--- src/rtl/inv_mix_columns_seq.sv ---
// rtl/inv_mix_columns_seq.sv - column-serial (Inv)MixColumns engine with valid/ready handshake
module inv_mix_columns_seq #(
  parameter bit enc_dec = 1'b1
) (
  input  logic         clk,
  input  logic         rst_n,
  input  logic         in_valid,
  output logic         in_ready,
  input  logic [0:127] in_data,
  output logic         out_valid,
  input  logic         out_ready,
  output logic [0:127] out_data,
  output logic         busy
);

  typedef enum logic [1:0] {
    IDLE = 2'd0,
    BUSY = 2'd1,
    DONE = 2'd2
  } state_t;

  state_t       state;
  logic [1:0]   col;
  logic [0:127] st;
  logic [0:31]  cur_col;
  logic [0:31]  mixed_col;

  // Multiply by x in GF(2^8) mod 0x11B; bit 0 is the byte MSB.
  function automatic logic [0:7] xtime(input logic [0:7] b);
    return {b[1:7], 1'b0} ^ (b[0] ? 8'h1b : 8'h00);
  endfunction

  // Product of a byte with entry j of the first matrix row, built from xtime chains.
  function automatic logic [0:7] coef_mul(input logic [0:7] b, input logic [1:0] j);
    logic [0:7] x2;
    logic [0:7] x4;
    logic [0:7] x8;
    logic [0:7] p;
    x2 = xtime(b);
    x4 = xtime(x2);
    x8 = xtime(x4);
    p  = 8'h00;
    if (enc_dec) begin
      case (j)
        2'd0:    p = x8 ^ x4 ^ x2;   // 0e
        2'd1:    p = x8 ^ x2 ^ b;    // 0b
        2'd2:    p = x8 ^ x4 ^ b;    // 0d
        default: p = x8 ^ b;         // 09
      endcase
    end else begin
      case (j)
        2'd0:    p = x2;             // 02
        2'd1:    p = x2 ^ b;         // 03
        default: p = b;              // 01
      endcase
    end
    return p;
  endfunction

  // Row r of the matrix is the first row rotated right by r, so the
  // coefficient applied to byte k in row r is first-row entry (k - r) mod 4.
  function automatic logic [0:31] mix_col(input logic [0:31] c);
    logic [0:31] res;
    logic [0:7]  acc;
    res = 32'h0;
    for (int r = 0; r < 4; r++) begin
      acc = 8'h00;
      for (int k = 0; k < 4; k++) begin
        acc = acc ^ coef_mul(c[8*k +: 8], 2'(k - r));
      end
      res[8*r +: 8] = acc;
    end
    return res;
  endfunction

  // Single shared column datapath, selected by the column counter.
  always_comb begin
    cur_col   = st[{col, 5'b0} +: 32];
    mixed_col = mix_col(cur_col);
  end

  // Handshake FSM, column sequencing and registered status outputs.
  always_ff @(posedge clk or negedge rst_n) begin
    if (!rst_n) begin
      state     <= IDLE;
      col       <= 2'd0;
      st        <= '0;
      in_ready  <= 1'b1;
      out_valid <= 1'b0;
      busy      <= 1'b0;
    end else begin
      case (state)
        IDLE: begin
          if (in_valid) begin
            st       <= in_data;
            col      <= 2'd0;
            state    <= BUSY;
            in_ready <= 1'b0;
            busy     <= 1'b1;
          end
        end
        BUSY: begin
          st[{col, 5'b0} +: 32] <= mixed_col;
          col <= col + 2'd1;
          if (col == 2'd3) begin
            state     <= DONE;
            busy      <= 1'b0;
            out_valid <= 1'b1;
          end
        end
        DONE: begin
          if (out_ready) begin
            state     <= IDLE;
            out_valid <= 1'b0;
            in_ready  <= 1'b1;
          end
        end
        default: begin
          state     <= IDLE;
          col       <= 2'd0;
          in_ready  <= 1'b1;
          out_valid <= 1'b0;
          busy      <= 1'b0;
        end
      endcase
    end
  end

  assign out_data = st;

endmodule

--- config.mk ---
export PLATFORM = sky130hd
export DESIGN_NAME = inv_mix_columns_seq
export DESIGN_NICKNAME = d
export VERILOG_FILES = /design/src/rtl/inv_mix_columns_seq.sv
export SDC_FILE = /design/constraint.sdc
export NUM_CORES = 1
export LEC_CHECK = 0
export CORE_ASPECT_RATIO = 0.8
export CORE_MARGIN = 8
export CORE_UTILIZATION = 40
export CTS_CLUSTER_SIZE = 30
export DETAILED_ROUTE_END_ITERATION = 10
export PLACE_DENSITY_LB_ADDON = 0.12
export SLEW_MARGIN = 20
export SYNTH_ARGS = -nofsm -noshare
export SYNTH_HDL_FRONTEND = slang
export SYNTH_SLANG_ARGS = --single-unit
--- constraint.sdc ---
create_clock -name clk -period 3.93 [get_ports clk]
set_input_delay 0.786 -clock clk [delete_from_list [all_inputs] [get_ports clk]]
set_output_delay 0.786 -clock clk [all_outputs]
set_load 0.01 [all_outputs]
==> impl_metrics.env, run 1 <==
export IMPL_synth_flop_cell="dfrtp_1"
export IMPL_slew_headroom_pct=27.86
export IMPL_rows=49
export IMPL_synthSimpleGateAreaFrac_pct=8.541
export IMPL_yosys_warnings=0
export IMPL_maxSlewViolCount=0
export IMPL_synth_top_cell_area_share_pct=36.51
export IMPL_globalplace_congestion=0.9511
export IMPL_fmax_mhz=268.7
export IMPL_post_synth_cell_area_avg_um2=10.41
export IMPL_critPathArrivalTime_ns=4.06
export IMPL_insertedDiodeCount=0
export IMPL_io_pins=263
export IMPL_grt_ovfl_total=0
export IMPL_path_class="reg2reg"
export IMPL_fin_cells=1434
export IMPL_synthAdderAreaFrac_pct=0.5449
export IMPL_via_per_inst=5.590
export IMPL_regArea_um2=3382
export IMPL_critPathMaxFanout=15
export IMPL_cts_buffer_depth=2
export IMPL_cts_buffers=17
export IMPL_setup_viol=0
export IMPL_grt_max_degree=74
export IMPL_cts_root_buf="clkbuf_16"
export IMPL_place_ws_ns=0.2492
export IMPL_synth_largest_area_cell="dfrtp_1"
export IMPL_synth_top_family_by_area="XOR/XNOR gates"
export IMPL_min_period_ns=3.721
export IMPL_postCtsSetupBuffers=0
export IMPL_die_x_um=185.4
export IMPL_start_util_pct=40.82
export IMPL_fin_crit_sh_pct=94.68
export IMPL_synth_most_common_cell="dfrtp_1"
export IMPL_ys_ff_latch=135
export IMPL_area_delta_synth_final_pct=39.01
export IMPL_syn_area_um2=9185
export IMPL_num_vias=8016
export IMPL_grt_busiest_layer="met2"
export IMPL_die_h_um=151.5
export IMPL_design_die_area_um2=28100
export IMPL_postLayoutSetupSlackWorst_ns=0.2090
export IMPL_hpwlAfterDp_um=25600
export IMPL_layout_drive_gt1_share_pct=10.90
export IMPL_grt_usage_pct=24.35
export IMPL_grt_pass1_wl_um=50920
export IMPL_multi_input_area_um2=5469
export IMPL_min_path_type="in2async"
export IMPL_dr_first_iter_drc_count=805
export IMPL_grt_antenna_before_repair=0
export IMPL_cts_tree="done"
export IMPL_drtAntennaViolNets=0
export IMPL_fillCellCount=1967
export IMPL_grtUsageMet2_pct=36.89
export IMPL_cts_hold_buf=0
export IMPL_cp_end_kind="flop"
export IMPL_firstDrtPassIters=5
export IMPL_clk_pin_slew_ns=0.07
export IMPL_ys_top_cells_by_area="dfrtp_1 (37%), xnor2_1 (10%), a22oi_1 (7.8%)"
export IMPL_drt_wirelength_per_cell_um=24.03
export IMPL_cts_resized=0
export IMPL_finalHoldViolCount=0
export IMPL_htree_levels=4
export IMPL_synth_edf_count=0
export IMPL_synth_xor_area_share_pct=24.78
export IMPL_core_area_um2=22500
export IMPL_synthMuxAreaShare_pct=7.969
export IMPL_rsz0062_at_grt="false"
export IMPL_yosysSeqAreaShare_pct=36.79
export IMPL_crit_path_start_kind="flop"
export IMPL_hold_ws_ns=0.3288
export IMPL_grt_pass1_vias=8128
export IMPL_synth_compound_area_share_pct=17.07
export IMPL_drc=0
export IMPL_wl_um=34470
export IMPL_ys_async_sr_fraction_pct=100.0
export IMPL_grt_util_met1_pct=33.13
export IMPL_met3_usage_pct=7.817
export IMPL_synthCells=882
export IMPL_insertion_delay_ns=0.43
export IMPL_required_ns=4.27
export IMPL_dpl_cell_count=1402
export IMPL_final_nets=1251
export IMPL_clkSinkCount=135
export IMPL_maxCapViolCount=0
export IMPL_worst_slew_pin_slew_ns=1.076
export IMPL_status="completed"
export IMPL_synth_nets=1018
export IMPL_synth_commonest_cells="dfrtp_1 (134), nor2_1 (132), a21oi_1 (109)"
export IMPL_tns_ns=0
export IMPL_skew_ns=0.01365
export IMPL_place_port_buffers=262
export IMPL_ys_types=39
export IMPL_reg2reg_depth=8
-- critical path, stage by stage (launching register included) --
cell and delay, ns:
dfrtp_2 0.63, buf_12 0.23, mux4_2 0.66, xor2_1 0.33, xnor3_2 0.54, xnor3_1 0.43, xnor2_1 0.50, nand2_1 0.10
a31oi_1 0.19
-- final timing paths --
| path | slack (ns) | endpoint | start |
|---|---|---|---|
| worst max register to register | 0.21 | out_data[26] | col[0] |
| worst min register to register | 0.51 | busy | busy |
| min in group clk | 0.51 | busy | busy |
| worst min-delay path | 0.33 | busy | rst_n |
| max in group asynchronous | 2.77 | out_data[13] | rst_n |
| worst max-delay path | 0.21 | out_data[26] | col[0] |
-- state kept, by name, indices dropped and copies added (netlist names) --
register	flops
busy	1
col	2
out_valid	1
in_ready	1
state	2
out_data	128
-- cell usage in the layout, fill, tap and decap left out, types with 27 or more instances in the layout --
master	count
clkdlybuf4s50_1	261
nor2_1	132
dfrtp_1	132
xnor2_1	106
a21oi_1	105
a22oi_1	96
nand2_1	40
xor2_1	33
mux4_2	29
xnor3_1	27
buf_4	27
-- kinds of logic (layout without fill, tap and decap cells) --
| kind of cell | count (synthesis) | count (layout) |
|---|---|---|
| compound gates | 248 | 248 |
| buf+inv | 79 | 325 |
| simple gates | 194 | 194 |
| xor+xnor | 190 | 190 |
| mux | 32 | 32 |
| flops | 135 | 135 |
| fa+ha+maj | 4 | 4 |
-- through the flow --
| step | instance area (um^2) | util (%) |
|---|---|---|
| CTS | 12770 | 56.75 |
| global placement | 12110 | 53.81 |
| detailed placement | 12110 | 53.81 |
| floorplan | 9185 | - |
| finish | 12770 | 56.75 |
| global route | 12770 | 56.75 |
-- routing by layer --
metal | vias up | part of all wire (%)
li1 | 3614 | -
met3 | 35 | 10
met1 | 3958 | 43
met2 | 409 | 45
met5 | - | 0
met4 | 0 | 1.6
-- final cells by class --
type,count,area share (%)
multi-input combinational,668,42.83
sequential,135,26.49
timing repair buffer,291,22.45
clock buffer,19,3.469
tap,306,2.999
clock inverter,13,1.705
inverter,2,0.05879
Power of run 1 is left out: the tool's default activity adds up to more than one toggle a clock period on the data nets, which glitch-free logic cannot reach.
==> run 2, diff against run 1 <==
Settings changed: DONT_BUFFER_PORTS set to 1, PLACE_DENSITY_LB_ADDON 0.12 to 0.15.
==> impl_metrics.env, run 2 (synthesized netlist as in run 1, its figures left out) <==
export IMPL_drtAntennaViolNets=0
export IMPL_clkSinkCount=135
export IMPL_regArea_um2=3382
export IMPL_cp_end_kind="flop"
export IMPL_rsz0062_at_grt="false"
export IMPL_skew_ns=0.009526
export IMPL_cts_buffers=17
export IMPL_htree_levels=4
export IMPL_place_area_um2=9504
export IMPL_start_util_pct=40.82
export IMPL_status="completed"
export IMPL_drt_wirelength_per_cell_um=29.09
export IMPL_fin_crit_sh_pct=96.33
export IMPL_firstDrtPassIters=5
export IMPL_num_vias=7160
export IMPL_cts_buffer_depth=2
export IMPL_area_delta_synth_final_pct=10.05
export IMPL_critPathArrivalTime_ns=4.14
export IMPL_place_port_buffers=0
export IMPL_timing_rr_start="col[0]"
export IMPL_slew_headroom_pct=29.74
export IMPL_cp_startpoint="col[0]"
export IMPL_setup_viol=0
export IMPL_fillCellCount=2118
export IMPL_design_die_area_um2=28100
export IMPL_postCtsSetupBuffers=0
export IMPL_multi_input_area_um2=5469
export IMPL_maxCapViolCount=0
export IMPL_final_area_um2=10110
export IMPL_finalHoldViolCount=0
export IMPL_grt_pass1_wl_um=49550
export IMPL_final_nets=990
export IMPL_critPathMaxFanout=9
export IMPL_die_x_um=185.4
export IMPL_clk_pin_slew_ns=0.07
export IMPL_worst_slew_pin_slew_ns=1.054
export IMPL_die_h_um=151.5
export IMPL_cts_root_buf="clkbuf_16"
export IMPL_insertion_delay_ns=0.43
export IMPL_grt_usage_pct=24.05
export IMPL_min_period_ns=3.786
export IMPL_largest_reg_flops=128
export IMPL_rows=49
export IMPL_r2r_end="out_data[95]"
export IMPL_core_area_um2=22500
export IMPL_min_path_type="in2async"
export IMPL_path_class="reg2reg"
export IMPL_io_pins=263
export IMPL_grt_pass1_vias=7263
export IMPL_reg2reg_depth=8
export IMPL_tns_ns=0
export IMPL_globalplace_congestion=0.9425
export IMPL_via_per_inst=6.104
export IMPL_maxSlewViolCount=0
export IMPL_grt_ovfl_total=0
export IMPL_crit_path_start_kind="flop"
export IMPL_cts_tree="done"
export IMPL_cp_common_cell="xnor2_1"
export IMPL_slowest_stage="mux4_2"
export IMPL_grt_max_degree=136
export IMPL_cts_resized=0
export IMPL_slowest_delay_ns=0.68
export IMPL_fmax_mhz=264.1
export IMPL_layout_drive_gt1_share_pct=14.19
export IMPL_wl_um=34120
export IMPL_cts_hold_buf=0
export IMPL_dr_first_iter_drc_count=645
export IMPL_r2r_slack_ns=0.14
export IMPL_crit_chain="buf_4 > mux4_2 > xor3_1 > xnor2_1 > xnor2_1 > xor2_1 > a22oi_1 > a21oi_1"
export IMPL_final_cell_mix="nor2_1 (132), dfrtp_1 (132), xnor2_1 (106)"
export IMPL_drc=0
export IMPL_grt_antenna_before_repair=0
export IMPL_hpwlAfterDp_um=25120
export IMPL_required_ns=4.28
export IMPL_insertedDiodeCount=0
==> run 2: cell count changes in the layout (fill, tap and decap cells not counted), sizes merged <==
cell           delta
clkinv            +4
clkdlybuf4s50   -261
bufinv            -2
inv               -2
clkinvlp          +1
clkbuf            -1
==> run 2: metrics by stage <==
step | setup slack [ns] | utilization, % | cells | hold slack, ns
2_1_floorplan | 0.8930 | - | 882 | 0.4904
5_1_grt | 0.02593 | 44.93 | 1173 | 0.02778
3_3_place_gp | 0.2169 | 42.24 | 1141 | 0.4984
4_1_cts | 0.1374 | 44.93 | 1173 | 0.03609
6_report | 0.1441 | 44.93 | 1173 | 0.05012
3_5_place_dp | 0.2027 | 42.24 | 1141 | 0.4977
==> run 2: per-layer routing <==
metal | GRT usage [%] | routed length, um | share of wire (%) | up-vias
met5 | 0 | 0 | 0 | -
met4 | 6.430 | 444 | 1.3 | 0
met3 | 10.41 | 4394 | 13 | 35
met2 | 37.01 | 15670 | 46 | 454
met1 | 30.63 | 13610 | 40 | 3592
li1 | - | - | - | 3079
==> run 2: worst max-delay path, delay by kind of cell (launching register included) <==
kind / cells / cell delay (ns)
multiplexers: 1 / 0.68
XOR/XNOR: 4 / 1.79
AO/OA/AOI/OAI: 2 / 0.38
flip-flops: 1 / 0.56
buffers and inverters: 1 / 0.29
==> run 2: worst max path at each step <==
stage                     to
6_report        out_data[95]
3_3_place_gp    out_data[95]
3_5_place_dp    out_data[95]
2_1_floorplan  out_data[123]
4_1_cts         out_data[95]
5_1_grt        out_data[127]
==> run 2: layout make-up <==
class                   instances  share of cell area [%]
clock inverters                14                   1.733
flip-flops and latches        135                   33.46
multi-input cells             668                   54.10
inverters                       2                 0.07427
well taps                     306                   3.788
repair buffers                 30                   2.599
clock buffers                  18                   4.246
Power of run 2 is left out for the same reason.
